<file path="config.mk">
export PLATFORM = sky130hd
export DESIGN_NAME = fifo_param_flat
export DESIGN_NICKNAME = d
export VERILOG_FILES = /design/src/rtl/fifo_pkg.sv /design/src/rtl/fifo_param_if.sv /design/src/rtl/fifo_ram.sv /design/src/rtl/fifo_param.sv /design/src/flat_wrapper.sv
export SDC_FILE = /design/constraint.sdc
export NUM_CORES = 2
export LEC_CHECK = 0
export BUFFER_PORTS_ARGS = -buffer_cell sky130_fd_sc_hd__clkbuf_2
export CELL_PAD_IN_SITES_DETAIL_PLACEMENT = 1
export CELL_PAD_IN_SITES_GLOBAL_PLACEMENT = 2
export CORE_MARGIN = 1.5
export CORE_UTILIZATION = 36
export CTS_CLUSTER_SIZE = 25
export DETAILED_ROUTE_END_ITERATION = 10
export GPL_TIMING_DRIVEN = 1
export PLACE_DENSITY_LB_ADDON = 0.1
export SETUP_SLACK_MARGIN = 0.15
export SLEW_MARGIN = 25
export SYNTH_ARGS = -nofsm -noshare
export SYNTH_HDL_FRONTEND = slang
export SYNTH_SLANG_ARGS = --single-unit
</file>
<file path="constraint.sdc">
create_clock -name clk -period 3.7 [get_ports clk]
set_input_delay 0.74 -clock clk [delete_from_list [all_inputs] [get_ports clk]]
set_output_delay 0.74 -clock clk [all_outputs]
set_load 0.005 [all_outputs]
</file>
<file path="src/rtl/fifo_pkg.sv">
// Shared types for the parametrised FIFO: status encoding and its decode helper.
package fifo_pkg;

    typedef enum logic [1:0] {
        COND_EMPTY = 2'b00,
        COND_PART  = 2'b10,
        COND_FULL  = 2'b11
    } cond_t;

    function automatic cond_t cond_decode(input logic is_empty, input logic is_full);
        if (is_empty)
            return COND_EMPTY;
        else if (is_full)
            return COND_FULL;
        else
            return COND_PART;
    endfunction

endpackage

</file>
<file path="src/rtl/fifo_param_if.sv">
// FIFO data/status bundle; master drives requests, slave is the FIFO.
// FIFO_PEAK_EN adds the peak-level status signal.
interface fifo_param_if #(
    parameter int WIDTH = 8,
    parameter int DEPTH = 256
);
    import fifo_pkg::*;

    localparam int AW = $clog2(DEPTH);

    logic [WIDTH-1:0] din;
    logic             write;
    logic             read;
    logic             flush;
    logic [WIDTH-1:0] dout;
    logic             read_stb;
    cond_t            condition;
    logic [AW:0]      level;
    logic             almost_full;
    logic             almost_empty;
    logic             overflow;
    logic             underflow;
`ifdef FIFO_PEAK_EN
    logic [AW:0]      peak;

    modport master (
        output din, write, read, flush,
        input  dout, read_stb, condition, level, almost_full, almost_empty,
               overflow, underflow, peak
    );

    modport slave (
        input  din, write, read, flush,
        output dout, read_stb, condition, level, almost_full, almost_empty,
               overflow, underflow, peak
    );
`else
    modport master (
        output din, write, read, flush,
        input  dout, read_stb, condition, level, almost_full, almost_empty,
               overflow, underflow
    );

    modport slave (
        input  din, write, read, flush,
        output dout, read_stb, condition, level, almost_full, almost_empty,
               overflow, underflow
    );
`endif

endinterface

</file>
<file path="src/rtl/fifo_ram.sv">
// Simple dual-port storage: synchronous write, registered read, no reset.
module fifo_ram #(
    parameter int WIDTH = 8,
    parameter int DEPTH = 256,
    parameter int AW    = $clog2(DEPTH)
) (
    input  logic             clk,
    input  logic             wr_en,
    input  logic [AW-1:0]    wr_addr,
    input  logic [WIDTH-1:0] wr_data,
    input  logic             rd_en,
    input  logic [AW-1:0]    rd_addr,
    output logic [WIDTH-1:0] rd_data
);

    logic [WIDTH-1:0] mem [DEPTH];

    always_ff @(posedge clk) begin
        if (wr_en)
            mem[wr_addr] <= wr_data;
        if (rd_en)
            rd_data <= mem[rd_addr];
    end

endmodule

</file>
<file path="src/rtl/fifo_param.sv">
// Parametrised synchronous FIFO with exact level, thresholds, flush and sticky error flags.
// Define FIFO_PEAK_EN to track the highest level seen since reset/flush.
module fifo_param
    import fifo_pkg::*;
#(
    parameter int WIDTH     = 8,
    parameter int DEPTH     = 256,
    parameter int AF_THRESH = DEPTH - 4,
    parameter int AE_THRESH = 4
) (
    input  logic         clk,
    input  logic         rst,
    fifo_param_if.slave  bus
);

    localparam int AW = $clog2(DEPTH);
    localparam logic [AW:0]   LVL_FULL = (AW+1)'(DEPTH);
    localparam logic [AW:0]   LVL_AF   = (AW+1)'(AF_THRESH);
    localparam logic [AW:0]   LVL_AE   = (AW+1)'(AE_THRESH);
    localparam logic [AW:0]   LVL_ONE  = (AW+1)'(1);
    localparam logic [AW-1:0] PTR_ONE  = AW'(1);

    logic [AW-1:0]    head;
    logic [AW-1:0]    tail;
    logic [AW:0]      level;
    logic [AW:0]      level_next;
    logic             is_full;
    logic             is_empty;
    logic             wr_ok;
    logic             rd_ok;
    logic             has_read;
    logic             read_stb_q;
    logic             overflow_q;
    logic             underflow_q;
    logic [WIDTH-1:0] ram_q;

    assign is_full  = (level == LVL_FULL);
    assign is_empty = (level == '0);
    assign wr_ok    = bus.write & ~is_full;
    assign rd_ok    = bus.read & ~is_empty;

    always_comb begin
        level_next = level;
        case ({wr_ok, rd_ok})
            2'b10:   level_next = level + LVL_ONE;
            2'b01:   level_next = level - LVL_ONE;
            default: level_next = level;
        endcase
    end

    always_ff @(posedge clk or negedge rst) begin
        if (!rst) begin
            head        <= '0;
            tail        <= '0;
            level       <= '0;
            read_stb_q  <= 1'b0;
            overflow_q  <= 1'b0;
            underflow_q <= 1'b0;
            has_read    <= 1'b0;
        end else if (bus.flush) begin
            // dout is deliberately left alone, so has_read survives a flush
            head        <= '0;
            tail        <= '0;
            level       <= '0;
            read_stb_q  <= 1'b0;
            overflow_q  <= 1'b0;
            underflow_q <= 1'b0;
        end else begin
            if (wr_ok)
                head <= head + PTR_ONE;
            if (rd_ok) begin
                tail     <= tail + PTR_ONE;
                has_read <= 1'b1;
            end
            level      <= level_next;
            read_stb_q <= rd_ok;
            if (bus.write && is_full)
                overflow_q <= 1'b1;
            if (bus.read && is_empty)
                underflow_q <= 1'b1;
        end
    end

    fifo_ram #(
        .WIDTH (WIDTH),
        .DEPTH (DEPTH),
        .AW    (AW)
    ) u_ram (
        .clk     (clk),
        .wr_en   (wr_ok & ~bus.flush),
        .wr_addr (head),
        .wr_data (bus.din),
        .rd_en   (rd_ok & ~bus.flush),
        .rd_addr (tail),
        .rd_data (ram_q)
    );

    // The RAM read register has no reset; mask it until the first accepted read.
    assign bus.dout         = has_read ? ram_q : '0;
    assign bus.read_stb     = read_stb_q;
    assign bus.condition    = cond_decode(is_empty, is_full);
    assign bus.level        = level;
    assign bus.almost_full  = (level >= LVL_AF);
    assign bus.almost_empty = (level <= LVL_AE);
    assign bus.overflow     = overflow_q;
    assign bus.underflow    = underflow_q;

`ifdef FIFO_PEAK_EN
    logic [AW:0] peak_q;

    always_ff @(posedge clk or negedge rst) begin
        if (!rst)
            peak_q <= '0;
        else if (bus.flush)
            peak_q <= '0;
        else if (level_next > peak_q)
            peak_q <= level_next;
    end

    assign bus.peak = peak_q;
`endif

endmodule
</file>
<file path="src/flat_wrapper.sv">
// flat-port wrapper written by rule: the top's interface ports become plain ports
module fifo_param_flat import fifo_pkg::*;
#(
    parameter int WIDTH     = 8,
    parameter int DEPTH     = 256,
    parameter int AF_THRESH = DEPTH - 4,
    parameter int AE_THRESH = 4
)
  (clk, rst, bus_din, bus_write, bus_read, bus_flush, bus_dout, bus_read_stb, bus_condition, bus_level, bus_almost_full, bus_almost_empty, bus_overflow, bus_underflow);
  fifo_param_if #(.WIDTH(WIDTH), .DEPTH(DEPTH)) bus_i ();
  input  logic clk;
  input  logic rst;
  input wire logic [$bits(bus_i.din)-1:0] bus_din;
  input wire logic [$bits(bus_i.write)-1:0] bus_write;
  input wire logic [$bits(bus_i.read)-1:0] bus_read;
  input wire logic [$bits(bus_i.flush)-1:0] bus_flush;
  output wire logic [$bits(bus_i.dout)-1:0] bus_dout;
  output wire logic [$bits(bus_i.read_stb)-1:0] bus_read_stb;
  output wire logic [$bits(bus_i.condition)-1:0] bus_condition;
  output wire logic [$bits(bus_i.level)-1:0] bus_level;
  output wire logic [$bits(bus_i.almost_full)-1:0] bus_almost_full;
  output wire logic [$bits(bus_i.almost_empty)-1:0] bus_almost_empty;
  output wire logic [$bits(bus_i.overflow)-1:0] bus_overflow;
  output wire logic [$bits(bus_i.underflow)-1:0] bus_underflow;
  assign bus_i.din = bus_din;
  assign bus_i.write = bus_write;
  assign bus_i.read = bus_read;
  assign bus_i.flush = bus_flush;
  assign bus_dout = bus_i.dout;
  assign bus_read_stb = bus_i.read_stb;
  assign bus_condition = bus_i.condition;
  assign bus_level = bus_i.level;
  assign bus_almost_full = bus_i.almost_full;
  assign bus_almost_empty = bus_i.almost_empty;
  assign bus_overflow = bus_i.overflow;
  assign bus_underflow = bus_i.underflow;
  fifo_param #(.WIDTH(WIDTH), .DEPTH(DEPTH), .AF_THRESH(AF_THRESH), .AE_THRESH(AE_THRESH)) u_core (.clk(clk), .rst(rst), .bus(bus_i));
endmodule
</file>
==> impl_metrics.csv <==
group,metric,value,unit
grt,grt_pass1_wl,333000,um
final_layout,instances_no_fill,7493,
pwr,power_density,613,nW/um^2
clocking,cts_buffer_depth,3,
pwr,pwr-share-comb,0.167,
final_layout,nNetsFinal,4322,
route,dr.pass1.iters,5,
min_path,hold_class,"primary input to flop",
pwr,vdd_drop_max,541,uV
route,drc,0,
route,via_per_inst,5.36,
synth,ys_warn_count,0,
worst_setup_path,cp.arrival,4.02,ns
worst_setup_path,crit_type,"flop to flop",
grt,antenna_found_initial,19,
placement,pre_cts_slack,0.142,ns
pwr,p_seq_frac,0.446,
sta,maxSlewViolCount,0,
synth,synthArstFlopShare,0.0139,
final_layout,final.fill_count,20968,
flow_run,cap_violations,0,
grt,grt_max_degree,104,
sta,fin_ws,0.253,ns
placement,port_buffers,36,
synth,ys_types,63,
route,vias,40182,
final_layout,area_growth,17.8,%
die,placementRows,174,
clocking,clock_latency,0.88,ns
route,routedWlPerCell,31.4,um
worst_setup_path,crit_path_start_kind,"flop",
placement,dp_cells,7064,
synth,synth_edf_count,2056,
pwr,p_sw,0.0149,W
pwr,clockPowerShare,0.387,
clocking,cts_sinks,2085,
clocking,cts_root_buf,"clkbuf_16",
clocking,cts_setup_buffers,0,
synth,synth_seq_cells,2085,
die,die_x,479,um
pwr,finalPower,0.0587,W
sta,finalSetupTns,0,ns
final_layout,layout_common_cells,"edfxtp_1 (2056), mux4_2 (520), buf_4 (412)",
sta,fin_worst_skew,0.0496,ns
route,routed_wl,235000,um
pwr,p_sw_frac,0.253,
die,die_h,479,um
grt,gr-total-overflow,0,
sta,final-setup-viol-count,0,
synth,syn-num-nets,3832,
synth,avgSynthCellArea,21.4,sq um
clocking,tritoncts,"done",
final_layout,drive_gt1_frac,0.315,
pwr,intPower,0.0439,W
sta,max_slew_margin,0.331,
synth,netlist_area,81400,sq um
status,status,"complete, no violations",
die,dieArea,229000,sq um
worst_setup_path,required,4.27,ns
sta,tightest_slew,1.00,ns
synth,ys_seq_area_frac,0.767,
sta,max_clock_freq,290,MHz
synth,synth_flop_cell,"edfxtp_1",
route,ant_nets,0,
die,initial_core_util,0.362,
placement,place.gp.congestion,0.769,
grt,grt_pass1_vias,42894,
pwr,p_leak,29.7,nW
clocking,cts-buffers-inserted,226,
sta,fin_crit_sh,0.932,
worst_setup_path,cp_max_fo,21,
sta,layout_min_cycle_time,3.45,ns
die,ios,37,
worst_setup_path,end_kind,"flop",
die,core_area,225000,sq um
final_layout,final_common_cell,"edfxtp_1",
clocking,htree_levels,4,
route,drtIter0Drc,3461,
synth,synthCells,3811,
clocking,clkSlewWorstSetupHoldPaths,0.06,ns
grt,grt_usage,0.206,
placement,hpwl,151000,um
sta,grt_setup_unrepaired,"no",
sta,final_hold_viol_count,0,
worst paths after layout:
path	start	end	slack [ns]	depth (start not counted)
max reg2reg	u_core.tail[0]	u_core.u_ram.rd_data[5]	0.25	9
min reg2reg	u_core.bus.overflow	u_core.bus.overflow	0.52	2
max	u_core.tail[0]	u_core.u_ram.rd_data[5]	0.25	9
max in group asynchronous	rst	u_core.tail[0]	2.56	3
min in group asynchronous	rst	u_core.bus.read_stb	0.43	2
min	bus_write	u_core.bus.overflow	0.24	3
cells in the mapped netlist, types with 16 or more instances:
library cell	n	area, sq um
a21oi_1	70	350
a221oi_1	30	263
a22o_1	19	166
a22oi_1	54	405
buf_1	16	60.1
buf_2	64	320
buf_4	45	338
buf_6	27	304
clkbuf_1	89	334
dfrtp_1	29	726
edfxtp_1	2056	61700
mux2_2	29	327
mux2i_1	76	761
mux4_2	520	11700
nand2_1	65	244
nand3_1	53	265
nand4_1	20	125
nor2_1	295	1110
nor3_1	20	100
o221ai_1	17	149
o22ai_1	21	131
sequential cells by signal, summed over array words and instances, names as in the netlist:
name / flops
u_core.bus.underflow: 1
u_core.tail: 8
u_core.u_ram.rd_data: 8
u_core.u_ram.mem: 2048
u_core.has_read: 1
u_core.head: 8
u_core.bus.level: 9
u_core.bus.read_stb: 1
u_core.bus.overflow: 1
layer usage:
metal	global-route usage	vias up	share of wire
met5	0	-	0.000030
met3	0.0386	278	0.054
met1	0.294	22012	0.45
li1	-	16954	-
met4	0.0531	2	0.023
met2	0.326	936	0.47
critical path: stages, from the launching register on:
cell	delay, ns
dfrtp_4	0.57
buf_12	0.28
buf_4	0.27
mux4_2	0.56
mux4_2	0.54
mux2i_1	0.20
a21oi_1	0.24
o22ai_1	0.25
buf_4	0.16
a31oi_1	0.04
stage by stage:
| stage | hold slack, ns | util | instance area (sq um) |
|---|---|---|---|
| final | 0.242 | 0.427 | 95900 |
| after global routing | 0.231 | 0.427 | 95900 |
| after CTS | 0.169 | 0.427 | 95900 |
| after detailed placement | 0.510 | 0.393 | 88300 |
| after global placement | 0.496 | 0.393 | 88300 |
| after floorplan | 0.444 | - | 81400 |
cell families after synthesis:
logic type	synth area share
XOR/XNOR	0.00215
flip-flops	0.767
AO/OA/AOI/OAI	0.0246
buffers and inverters	0.0173
AND/OR/NAND/NOR	0.0301
adder cells (fa/ha/maj)	0.00123
multiplexers	0.157
power by group through the flow:
stage | Clock [W] | Combinational [W] | Sequential (W)
finish | 0.0227 | 0.00980 | 0.0262
global route | 0.0242 | 0.0104 | 0.0262
CTS | 0.0233 | 0.0100 | 0.0262
detailed placement | 0 | 0.00999 | 0.0267
global placement | 0 | 0.00998 | 0.0267
floorplan | 0 | 0.00634 | 0.0266
area by class of cell:
class | instances | area (sq um) | area share
flip-flops and latches | 2085 | 62500 | 0.652
multi-input cells | 1475 | 17700 | 0.184
clock buffers | 277 | 5900 | 0.0615
repair buffers | 504 | 4460 | 0.0465
well taps | 2992 | 3740 | 0.0390
clock inverters | 146 | 1590 | 0.0165
inverters | 9 | 33.8 | 0.000352
diodes | 5 | 12.5 | 0.000130
what timing repair did:
action	CTS	global route
setup endpoints to repair	5	2
hold buffers	1	0
resized for setup	5	3
endpoints found under the hold margin	14	0
pin swaps	0	0
Power figures use the tool's default switching activity.
